File: config.mk
export PLATFORM = sky130hd
export DESIGN_NAME = keypoint_writer
export DESIGN_NICKNAME = d
export VERILOG_FILES = /design/src/rtl/sift_pkg.sv /design/src/rtl/kp_event_fifo.sv /design/src/rtl/keypoint_writer.sv
export SDC_FILE = /design/constraint.sdc
export NUM_CORES = 1
export LEC_CHECK = 0
export ABC_AREA = 1
export CORE_UTILIZATION = 51
export DETAILED_ROUTE_END_ITERATION = 8
export PLACE_DENSITY_LB_ADDON = 0.25
export SLEW_MARGIN = 5
export SYNTH_ARGS = -nofsm -noshare
export SYNTH_HDL_FRONTEND = slang
export SYNTH_HIERARCHICAL = 1
export SYNTH_SLANG_ARGS = --single-unit
File: constraint.sdc
create_clock -name clk -period 2.87 [get_ports clk]
set_input_delay 0.574 -clock clk [delete_from_list [all_inputs] [get_ports clk]]
set_output_delay 0.574 -clock clk [all_outputs]
set_load 0.01 [all_outputs]
File: src/rtl/sift_pkg.sv
//------------------------------------------------------------------------------
// sift_pkg : shared types and helpers for the SIFT keypoint pipeline
// Rev 1.0
//------------------------------------------------------------------------------
`default_nettype none

package sift_pkg;

  localparam int DEF_OCTAVE_BITS = 2;
  localparam int DEF_CW          = 6;

  localparam logic LAYER_FIRST  = 1'b0;
  localparam logic LAYER_SECOND = 1'b1;

  typedef enum logic [1:0] {
    ST_IDLE    = 2'd0,
    ST_COLLECT = 2'd1,
    ST_DRAIN   = 2'd2,
    ST_DONE    = 2'd3
  } kpw_state_t;

  // Field layout of one BRAM word at the default widths
  typedef struct packed {
    logic [DEF_OCTAVE_BITS-1:0] octave;
    logic                       layer;
    logic [DEF_CW-1:0]          y;
    logic [DEF_CW-1:0]          x;
  } keypoint_t;

  function automatic int kpw(input int octave_bits, input int cw);
    return octave_bits + 1 + 2 * cw;
  endfunction

endpackage

`default_nettype wire

File: src/rtl/kp_event_fifo.sv
//------------------------------------------------------------------------------
// kp_event_fifo : 2-write / 1-read synchronous FIFO with flush and occupancy
// Rev 1.0
//------------------------------------------------------------------------------
`default_nettype none

module kp_event_fifo #(
  parameter int WIDTH = 13,
  parameter int DEPTH = 4,
  localparam int AW = $clog2(DEPTH)
) (
  input  logic             clk,
  input  logic             rst_in,
  input  logic             flush,
  input  logic             push0,
  input  logic [WIDTH-1:0] din0,
  input  logic             push1,
  input  logic [WIDTH-1:0] din1,
  input  logic             pop,
  output logic [WIDTH-1:0] dout,
  output logic [AW:0]      occupancy
);

  logic [WIDTH-1:0] r_mem [DEPTH];
  logic [AW-1:0]    r_wptr;
  logic [AW-1:0]    r_rptr;
  logic [AW:0]      r_occ;
  logic [AW-1:0]    w_wptr1;
  logic [1:0]       w_npush;

  // push1 is only ever asserted together with push0, so slots stay contiguous
  assign w_wptr1   = r_wptr + AW'(1);
  assign w_npush   = {1'b0, push0} + {1'b0, push1};
  assign dout      = r_mem[r_rptr];
  assign occupancy = r_occ;

  always_ff @(posedge clk) begin
    if (!rst_in && !flush) begin
      if (push0) r_mem[r_wptr]  <= din0;
      if (push1) r_mem[w_wptr1] <= din1;
    end
  end

  always_ff @(posedge clk) begin
    if (rst_in || flush) begin
      r_wptr <= '0;
      r_rptr <= '0;
      r_occ  <= '0;
    end else begin
      r_wptr <= r_wptr + AW'(w_npush);
      r_rptr <= r_rptr + AW'(pop);
      r_occ  <= r_occ + (AW+1)'(w_npush) - (AW+1)'(pop);
    end
  end

endmodule

`default_nettype wire

File: src/rtl/keypoint_writer.sv
//------------------------------------------------------------------------------
// keypoint_writer : tags extrema from check_extrema and writes them to BRAM
// Rev 1.0
//------------------------------------------------------------------------------
`default_nettype none

module keypoint_writer
  import sift_pkg::*;
#(
  parameter int DIMENSION     = 64,
  parameter int MAX_KEYPOINTS = 1024,
  parameter int FIFO_DEPTH    = 4,
  parameter int OCTAVE_BITS   = 2,
  localparam int CW  = $clog2(DIMENSION),
  localparam int AW  = $clog2(MAX_KEYPOINTS),
  localparam int KPW = kpw(OCTAVE_BITS, CW)
) (
  input  logic                   clk,
  input  logic                   rst_in,
  input  logic                   start,
  input  logic [OCTAVE_BITS-1:0] octave,
  input  logic [CW-1:0]          x,
  input  logic [CW-1:0]          y,
  input  logic                   first_is_extremum,
  input  logic                   second_is_extremum,
  input  logic                   done_checking,
  output logic [AW-1:0]          kp_addr,
  output logic [KPW-1:0]         kp_data,
  output logic                   kp_we,
  output logic [AW:0]            keypoint_count,
  output logic                   overflow,
  output logic                   busy,
  output logic                   done
);

  localparam int EW = 1 + 2 * CW;
  localparam int OW = $clog2(FIFO_DEPTH) + 1;

  kpw_state_t             r_state;
  logic [OCTAVE_BITS-1:0] r_octave;
  logic [OW-1:0]          w_occ;
  logic [OW-1:0]          w_free;
  logic [EW-1:0]          w_head;
  logic [EW-1:0]          w_entry_f;
  logic [EW-1:0]          w_entry_s;
  logic [EW-1:0]          w_din0;
  logic                   w_pop, w_f, w_s, w_push0, w_push1, w_drop, w_cap;

  assign w_pop  = (w_occ != '0);
  // Slots available this cycle, counting the one freed by the concurrent pop
  assign w_free = OW'(FIFO_DEPTH) - w_occ + OW'(w_pop);

  assign w_f = (r_state == ST_COLLECT) && !start && first_is_extremum;
  assign w_s = (r_state == ST_COLLECT) && !start && second_is_extremum;

  assign w_entry_f = {LAYER_FIRST, y, x};
  assign w_entry_s = {LAYER_SECOND, y, x};
  assign w_din0    = w_f ? w_entry_f : w_entry_s;

  assign w_push0 = (w_f || w_s) && (w_free >= OW'(1));
  assign w_push1 = w_f && w_s && (w_free >= OW'(2));
  assign w_drop  = ((w_f || w_s) && !w_push0) || (w_f && w_s && !w_push1);
  assign w_cap   = (keypoint_count == (AW+1)'(MAX_KEYPOINTS));

  kp_event_fifo #(
    .WIDTH (EW),
    .DEPTH (FIFO_DEPTH)
  ) u_fifo (
    .clk       (clk),
    .rst_in    (rst_in),
    .flush     (start),
    .push0     (w_push0),
    .din0      (w_din0),
    .push1     (w_push1),
    .din1      (w_entry_s),
    .pop       (w_pop),
    .dout      (w_head),
    .occupancy (w_occ)
  );

  always_ff @(posedge clk) begin
    if (rst_in) begin
      r_state        <= ST_IDLE;
      r_octave       <= '0;
      kp_addr        <= '0;
      kp_data        <= '0;
      kp_we          <= 1'b0;
      keypoint_count <= '0;
      overflow       <= 1'b0;
      busy           <= 1'b0;
      done           <= 1'b0;
    end else if (start) begin
      r_state        <= ST_COLLECT;
      r_octave       <= octave;
      kp_we          <= 1'b0;
      keypoint_count <= '0;
      overflow       <= 1'b0;
      busy           <= 1'b1;
      done           <= 1'b0;
    end else begin
      kp_we <= 1'b0;
      done  <= 1'b0;
      if (w_pop) begin
        if (!w_cap) begin
          kp_we          <= 1'b1;
          kp_addr        <= keypoint_count[AW-1:0];
          kp_data        <= {r_octave, w_head};
          keypoint_count <= keypoint_count + (AW+1)'(1);
        end else begin
          overflow <= 1'b1;
        end
      end
      if (w_drop) overflow <= 1'b1;
      case (r_state)
        ST_COLLECT: if (done_checking) r_state <= ST_DRAIN;
        ST_DRAIN: begin
          if (w_occ == '0) begin
            r_state <= ST_DONE;
            done    <= 1'b1;
            busy    <= 1'b0;
          end
        end
        ST_DONE: r_state <= ST_IDLE;
        default: r_state <= ST_IDLE;
      endcase
    end
  end

endmodule

`default_nettype wire

## After elaboration in Yosys (flattened, before gate mapping)

Memory sizes are Yosys's and may differ from the RTL's. A register that Yosys moved wholly into a read port is not among the register bits.
Index checks and enable logic that the tools add are counted.

- Flip-flop bits (word level): 51
- Bits in writable memories: 52
- Bits of input ports: 20
- Output and inout bits: 40
- Word-level logic and storage cells: 86
- Memories kept: 1

Memories:

| memory | words | width | read ports | clocked after Yosys merged registers in | write ports | RTL line | RTL |
|---|---|---|---|---|---|---|---|
| u_fifo.r_mem | 4 | 13 | 1 | 1 | 2 | kp_event_fifo.sv:24 | `logic [WIDTH-1:0] r_mem [DEPTH];` |

- Add/sub/neg operators: 9
- Order comparisons: 2
- Equality and inequality tests: 7
- Multiplexer cells: 19
- Bitwise logic cells: 4
- Reductions and logical operators: 31

Operators by type and width:

| operator | count |
|---|---|
| 1-bit two-way mux | 15 |
| 13-bit two-way mux | 1 |
| 11-bit by 1-bit adder with 11-bit output (second input constant) | 1 |
| 11-bit equality test (second input constant) | 1 |
| 2-bit AND reduction | 5 |
| 1-bit logical AND | 9 |
| 2-bit nonzero test | 4 |
| 3-bit inequality test (second input constant) | 2 |
| 3-bit OR reduction | 2 |
| 1-bit zero test | 4 |
| 2-bit two-way mux | 2 |
| 2-bit inequality test (second input constant) | 2 |
| 1-bit NOT | 4 |
| 2-bit case mux with 2 select lines | 1 |
| 3-bit by 1-bit adder with 3-bit output | 1 |
| 3-bit by 2-bit adder with 3-bit output | 1 |
| 3-bit by 1-bit >= comparator with 1-bit output (second input constant) | 1 |
| 3-bit by 2-bit >= comparator with 1-bit output (second input constant) | 1 |
| 3-bit zero test | 1 |
| 1-bit logical OR | 3 |
| 3-bit AND reduction | 1 |
| 3-bit nonzero test | 1 |
| 3-bit by 1-bit subtractor with 3-bit output | 1 |
| 3-bit subtractor (first input constant) | 1 |
| 7 further kinds | 7 |

## Logic depth before layout (Yosys ltp)

- Word-level depth: 10
- Gate-level depth with buffers: 21
- Depth with buffers taken out: 21

## By module

Netlist, hierarchy kept.

Modules (own cells, without submodules):

| module | times used | cells an instance | area an instance (um^2) | seq. area each (um^2) |
|---|---|---|---|---|
| kp_event_fifo | 1 | 390 | 3223.1 | 1701.6 |
| keypoint_writer | 1 | 317 | 2074.5 | 880.8 |

## Worst setup path after synthesis

No wires, ideal clock.

- Kind: reg-to-reg
- Start point: reg u_fifo.r_occ[2], in the netlist u_fifo/occupancy[2]
- End point: reg u_fifo.r_occ[2], in the netlist u_fifo/occupancy[2]
- Setup time: 0.115 ns
- Data arrival time: 2.963 ns
- Data required time: 2.755 ns
- Setup slack: -0.208 ns
- Cell stages (with the launch flop): 18
- Buffers on the path: 0
- Clock period less this slack: 3.078 ns
- Path through: dfxtp_1 -> nor2_1 -> nand2_2 -> inv_1 -> ha_1 -> inv_1 -> ha_1 -> nand3b_1 -> nor2_1 -> nor3_1 -> ha_1 -> xor2_1 -> ha_1 -> fa_1 -> inv_1 -> nand2_1 -> a21oi_1 -> nor2_1

- Cells in the longest elaborated chain, start to end: 7
- Elaborated cells between the ends (all ways): 10
- Classes of those cells: add/sub (5); order compare (2); reduce/logical (3)

Ends and longest elaborated chain:

| element | RTL line | RTL |
|---|---|---|
| start, declared | kp_event_fifo.sv:27 | `logic [AW:0] r_occ;` |
| start signal, assigned | kp_event_fifo.sv:52 | `r_occ <= r_occ + (AW+1)'(w_npush) - (AW+1)'(pop);` |
| 3-bit nonzero test | keypoint_writer.sv:49 | `assign w_pop = (w_occ != '0);` |
| named net w_pop | keypoint_writer.sv:47 | `logic w_pop, w_f, w_s, w_push0, w_push1, w_drop, w_cap;` |
| 3-bit by 1-bit adder with 3-bit output | keypoint_writer.sv:51 | `assign w_free = OW'(FIFO_DEPTH) - w_occ + OW'(w_pop);` |
| 3-bit by 1-bit >= comparator with 1-bit output | keypoint_writer.sv:60 | `assign w_push0 = (w_f \|\| w_s) && (w_free >= OW'(1));` |
| 1-bit logical AND | keypoint_writer.sv:60 |  |
| named net w_push0 | keypoint_writer.sv:47 |  |
| 1-bit by 1-bit adder with 2-bit output | kp_event_fifo.sv:33 | `assign w_npush = {1'b0, push0} + {1'b0, push1};` |
| 3-bit by 2-bit adder with 3-bit output | kp_event_fifo.sv:52 |  |
| 3-bit by 1-bit subtractor with 3-bit output | kp_event_fifo.sv:52 |  |

The timed path passes the listed nets, and every way through them passes these cells.
A chain may end at the register's enable or synchronous reset.

## Worst setup path after layout

Ends and elaborated chain as after synthesis.

==> flow_summary.ini <==
[timing]
finalMaxSlewViolations = 0
max_freq_mhz = 341
worst_slew_pin_slew_ns = 1.07
timing.final.ws_setup_ns = -0.0625
final_number_of_hold_violating_endpoints = 0
finalClockSkew_ns = 0.0128
timing.final.crit_share_pct = 102
setup_viol_count_final = 1
unrepaired_setup_endpoints_after_global_routing = true
worst_hold_slack_ns = 0.475
final_sum_of_negative_setup_slack_ns = -0.0625
finalWorstPathRequiredPeriod_ns = 2.93
relSlewSlack_pct = 28.3

[cts]
cts_tree = yes
root_buffer = sky130_fd_sc_hd__clkbuf_8
number_of_buffers_between_clock_root_and_the_deepest_sink = 2
cts.sinks = 103
clk_transition_reported_paths_ns = 0.10
clk-insertion-delay-late_ns = 0.37
cts.htree.levels = 3
cts-buffers-inserted = 9

[synthesis]
synth.ff_latch_count = 103
post_synth_fa_ha_maj_area_fraction_pct = 2.74
synthTopCellsByArea = sky130_fd_sc_hd__edfxtp_1 29%, sky130_fd_sc_hd__dfxtp_1 19%, sky130_fd_sc_hd__nand2_1 17%
ys.flop_type = sky130_fd_sc_hd__edfxtp_1
combinational_family_with_the_most_area_after_synthesis = simple AND/OR/NAND/NOR gates
yosysUniqueCellTypes = 26
synth_largest_area_cell = sky130_fd_sc_hd__edfxtp_1
gate_count_post_synth = 707
postSynthAreaPerCell_sq_um = 7.49
synth_edf_count = 52
synth_compound_gate_area_share_pct = 6.38
syn-cell-area_sq_um = 5300
synth.mux.area_fraction_pct = 0
synth_simple_gate_area_share_pct = 31.4
postSynth.asyncResetShare_pct = 0
synth_xor_xnor_area_share_pct = 1.16
yosysTopAreaCellShare_pct = 29.5
ys.warnings.count = 6
synth.yosys.seq_area_share_pct = 48.7

[place]
place.detailed.hpwl_mm = 8.11
placedInstanceArea_sq_um = 6110
gpl.final_weighted_congestion = 0.810
buffer_ports.inserted = 59

[global_route]
first_global_vias = 4228
largest_net_degree_at_the_start_of_global_routing = 53
grt_usage_pct = 23.3
grt_antenna_before_repair = 0
grt-ovfl-total = 0
grt_first_pass_wirelength_mm = 20.3

[route]
remaining_number_of_nets_flagged_by_the_antenna_check_after_routing = 0
detail_route.vias_per_cell = 5.09
detailroute.via_count = 4654
drt_drc_violations_left = 0
dr.pass1.iters = 5
first_iter_violations = 251
routed_wirelength_mm = 12.2
wire_per_inst_um = 13.4

[power_and_ir_drop]
int_pwr_w = 0.00288
max-vdd-ir-drop_mv = 0.344
leakage_nw = 2.89
seq_power_share_pct = 39.9
p_sw_share_pct = 36.6
power-per-cell-area_nw_per_um2 = 713
fin_total_pwr_w = 0.00455
share_comb_of_total_power_pct = 39.5
total_net_switching_power_w = 0.00166
pwr-share-clk_pct = 20.6

[finish]
most-common-layout-cells = 235 x sky130_fd_sc_hd__nand2_1, 83 x sky130_fd_sc_hd__nor2_1, 80 x sky130_fd_sc_hd__inv_1, 69 x sky130_fd_sc_hd__nand3_1, 59 x sky130_fd_sc_hd__clkdlybuf4s50_1
finish.net_count = 807
most_frequent_standard_cell_in_the_layout_excluding_fill_and_tap_cells = sky130_fd_sc_hd__nand2_1
drive_gt1_share_pct = 8.96
final_design_area_excluding_fillers_sq_um = 6380
diodes = 0
syn_to_final_growth_pct = 20.4

[floorplanning]
initial_core_util_pct = 53.5
vertical_die_dimension_um = 104
die_width_um = 104
io_pins = 60
std_cell_core_area_sq_um = 9910
die-area_sq_um = 10800
placement_rows = 36

[job]
number_of_max_cap_violations = 0

[outcome]
violations = negative setup slack
outcome = finished, violations left

[setup_path]
startpoint_type = register
critical-path-top-delay-family = adder cells
timing.setup.critical_path_class = reg2reg
critPathCaptureType = register
cpMaxStageDelayCell = sky130_fd_sc_hd__fa_2
worst-path-max-fanout = 3
timing.critical_path.mode_cell = sky130_fd_sc_hd__inv_2
worstPathArrival_ns = 3.20
cp.required_ns = 3.14
critPathMaxStageDelay_ns = 0.40
number_of_buffers_and_inverters_on_the_critical_path = 3
timing.critical_path.cells = nor2_2 > nand2_2 > inv_2 > ha_4 > inv_2 > ha_4 > nand3b_1 > nor2_2 > nor3_2 > ha_1 > xor2_1 > ha_2 > fa_2 > inv_2 > nand2_2 > a21oi_2 > nor2_1

[worst_hold_path]
timing.hold.worst.class = reg2reg
cell usage after synthesis (4+ instances only):
cell type	count
sky130_fd_sc_hd__nand2_1	237
sky130_fd_sc_hd__buf_2	16
sky130_fd_sc_hd__xor2_1	6
sky130_fd_sc_hd__nor2_1	86
sky130_fd_sc_hd__nand3_1	70
sky130_fd_sc_hd__ha_1	10
sky130_fd_sc_hd__buf_6	5
sky130_fd_sc_hd__edfxtp_1	52
sky130_fd_sc_hd__clkbuf_1	8
sky130_fd_sc_hd__nor2_2	4
sky130_fd_sc_hd__dfxtp_1	51
sky130_fd_sc_hd__inv_1	85
sky130_fd_sc_hd__o21ai_0	19
sky130_fd_sc_hd__a21oi_1	29
sky130_fd_sc_hd__o211ai_1	13
flip-flops by register name, summed over array words and instances (netlist names):
name / count
kp_data: 15
done: 1
u_fifo/r_wptr: 2
r_octave: 2
kp_addr: 10
r_state: 2
keypoint_count: 11
u_fifo/r_rptr: 2
overflow: 1
busy: 1
kp_we: 1
u_fifo/r_mem: 52
u_fifo/occupancy: 3
power groups by stage:
stage	Clock, W	Sequential [W]	Combinational [W]
floorplan	0	0.00188	0.00104
global placement	0	0.00183	0.00160
detailed placement	0	0.00184	0.00166
CTS	0.000964	0.00181	0.00167
global route	0.00101	0.00184	0.00202
finish	0.000937	0.00181	0.00180
metrics by stage:
stage | std cells | setup slack, ns | utilization (%)
floorplan | 710 | 0.0131 | -
global placement | 896 | 0.0247 | 61.7
detailed placement | 896 | -0.0395 | 61.7
CTS | 912 | 0.0115 | 63.7
global route | 914 | -0.180 | 64.4
finish | 914 | -0.0625 | 64.4
layout make-up:
cell class                      instances  area, sq um
Sequential cell                       103         2590
Clock inverter                          6         73.8
Clock buffer                           10          128
Multi-Input combinational cell        489         2280
Tap cell                              133          166
Inverter                               87          327
Fill cell                             847         3530
Timing Repair Buffer                   86          818
logic make-up after synthesis:
group | Yosys count
AND/OR/NAND/NOR | 406
buffers and inverters | 118
flip-flops | 103
AO/OA/AOI/OAI | 61
adder cells (fa/ha/maj) | 11
XOR/XNOR | 7
other | 1
worst paths after layout:
path                                    end  slack (ns)  cells after the start                            from
max          u_fifo/occupancy[2]$_SDFF_PP0_       -0.06                     17  u_fifo/occupancy[2]$_SDFF_PP0_
min                       busy$_SDFFE_PP0P_        0.47                      2               busy$_SDFFE_PP0P_
max reg2reg  u_fifo/occupancy[2]$_SDFF_PP0_       -0.06                     17  u_fifo/occupancy[2]$_SDFF_PP0_
min reg2reg               busy$_SDFFE_PP0P_        0.47                      2               busy$_SDFFE_PP0P_
routing by layer:
layer | part of all wire [%] | global-route usage, % | wire, um | up-vias
li1 | - | - | - | 2371
met1 | 44 | 30.8 | 5330 | 2115
met2 | 49 | 40.2 | 6000 | 153
met3 | 6.2 | 2.44 | 760 | 15
met4 | 1.3 | 7.55 | 154 | 0
met5 | 0 | 0 | 0 | -
what timing repair did:
| action | in CTS | in global routing |
|---|---|---|
| gates resized for setup | 0 | 16 |
| setup buffers | 0 | 2 |
| gates cloned | 0 | 0 |
| setup endpoints to repair | 1 | 2 |
| hold buffers | 0 | 0 |
| pin swaps | 1 | 14 |
tightest hold or removal path, cell delays in order, from the launching register on:
cell	delay, ns
sky130_fd_sc_hd__dfxtp_1	0.33
sky130_fd_sc_hd__nand2_1	0.06
sky130_fd_sc_hd__a21oi_1	0.05
Note: power is estimated with default switching activity, not from simulation.
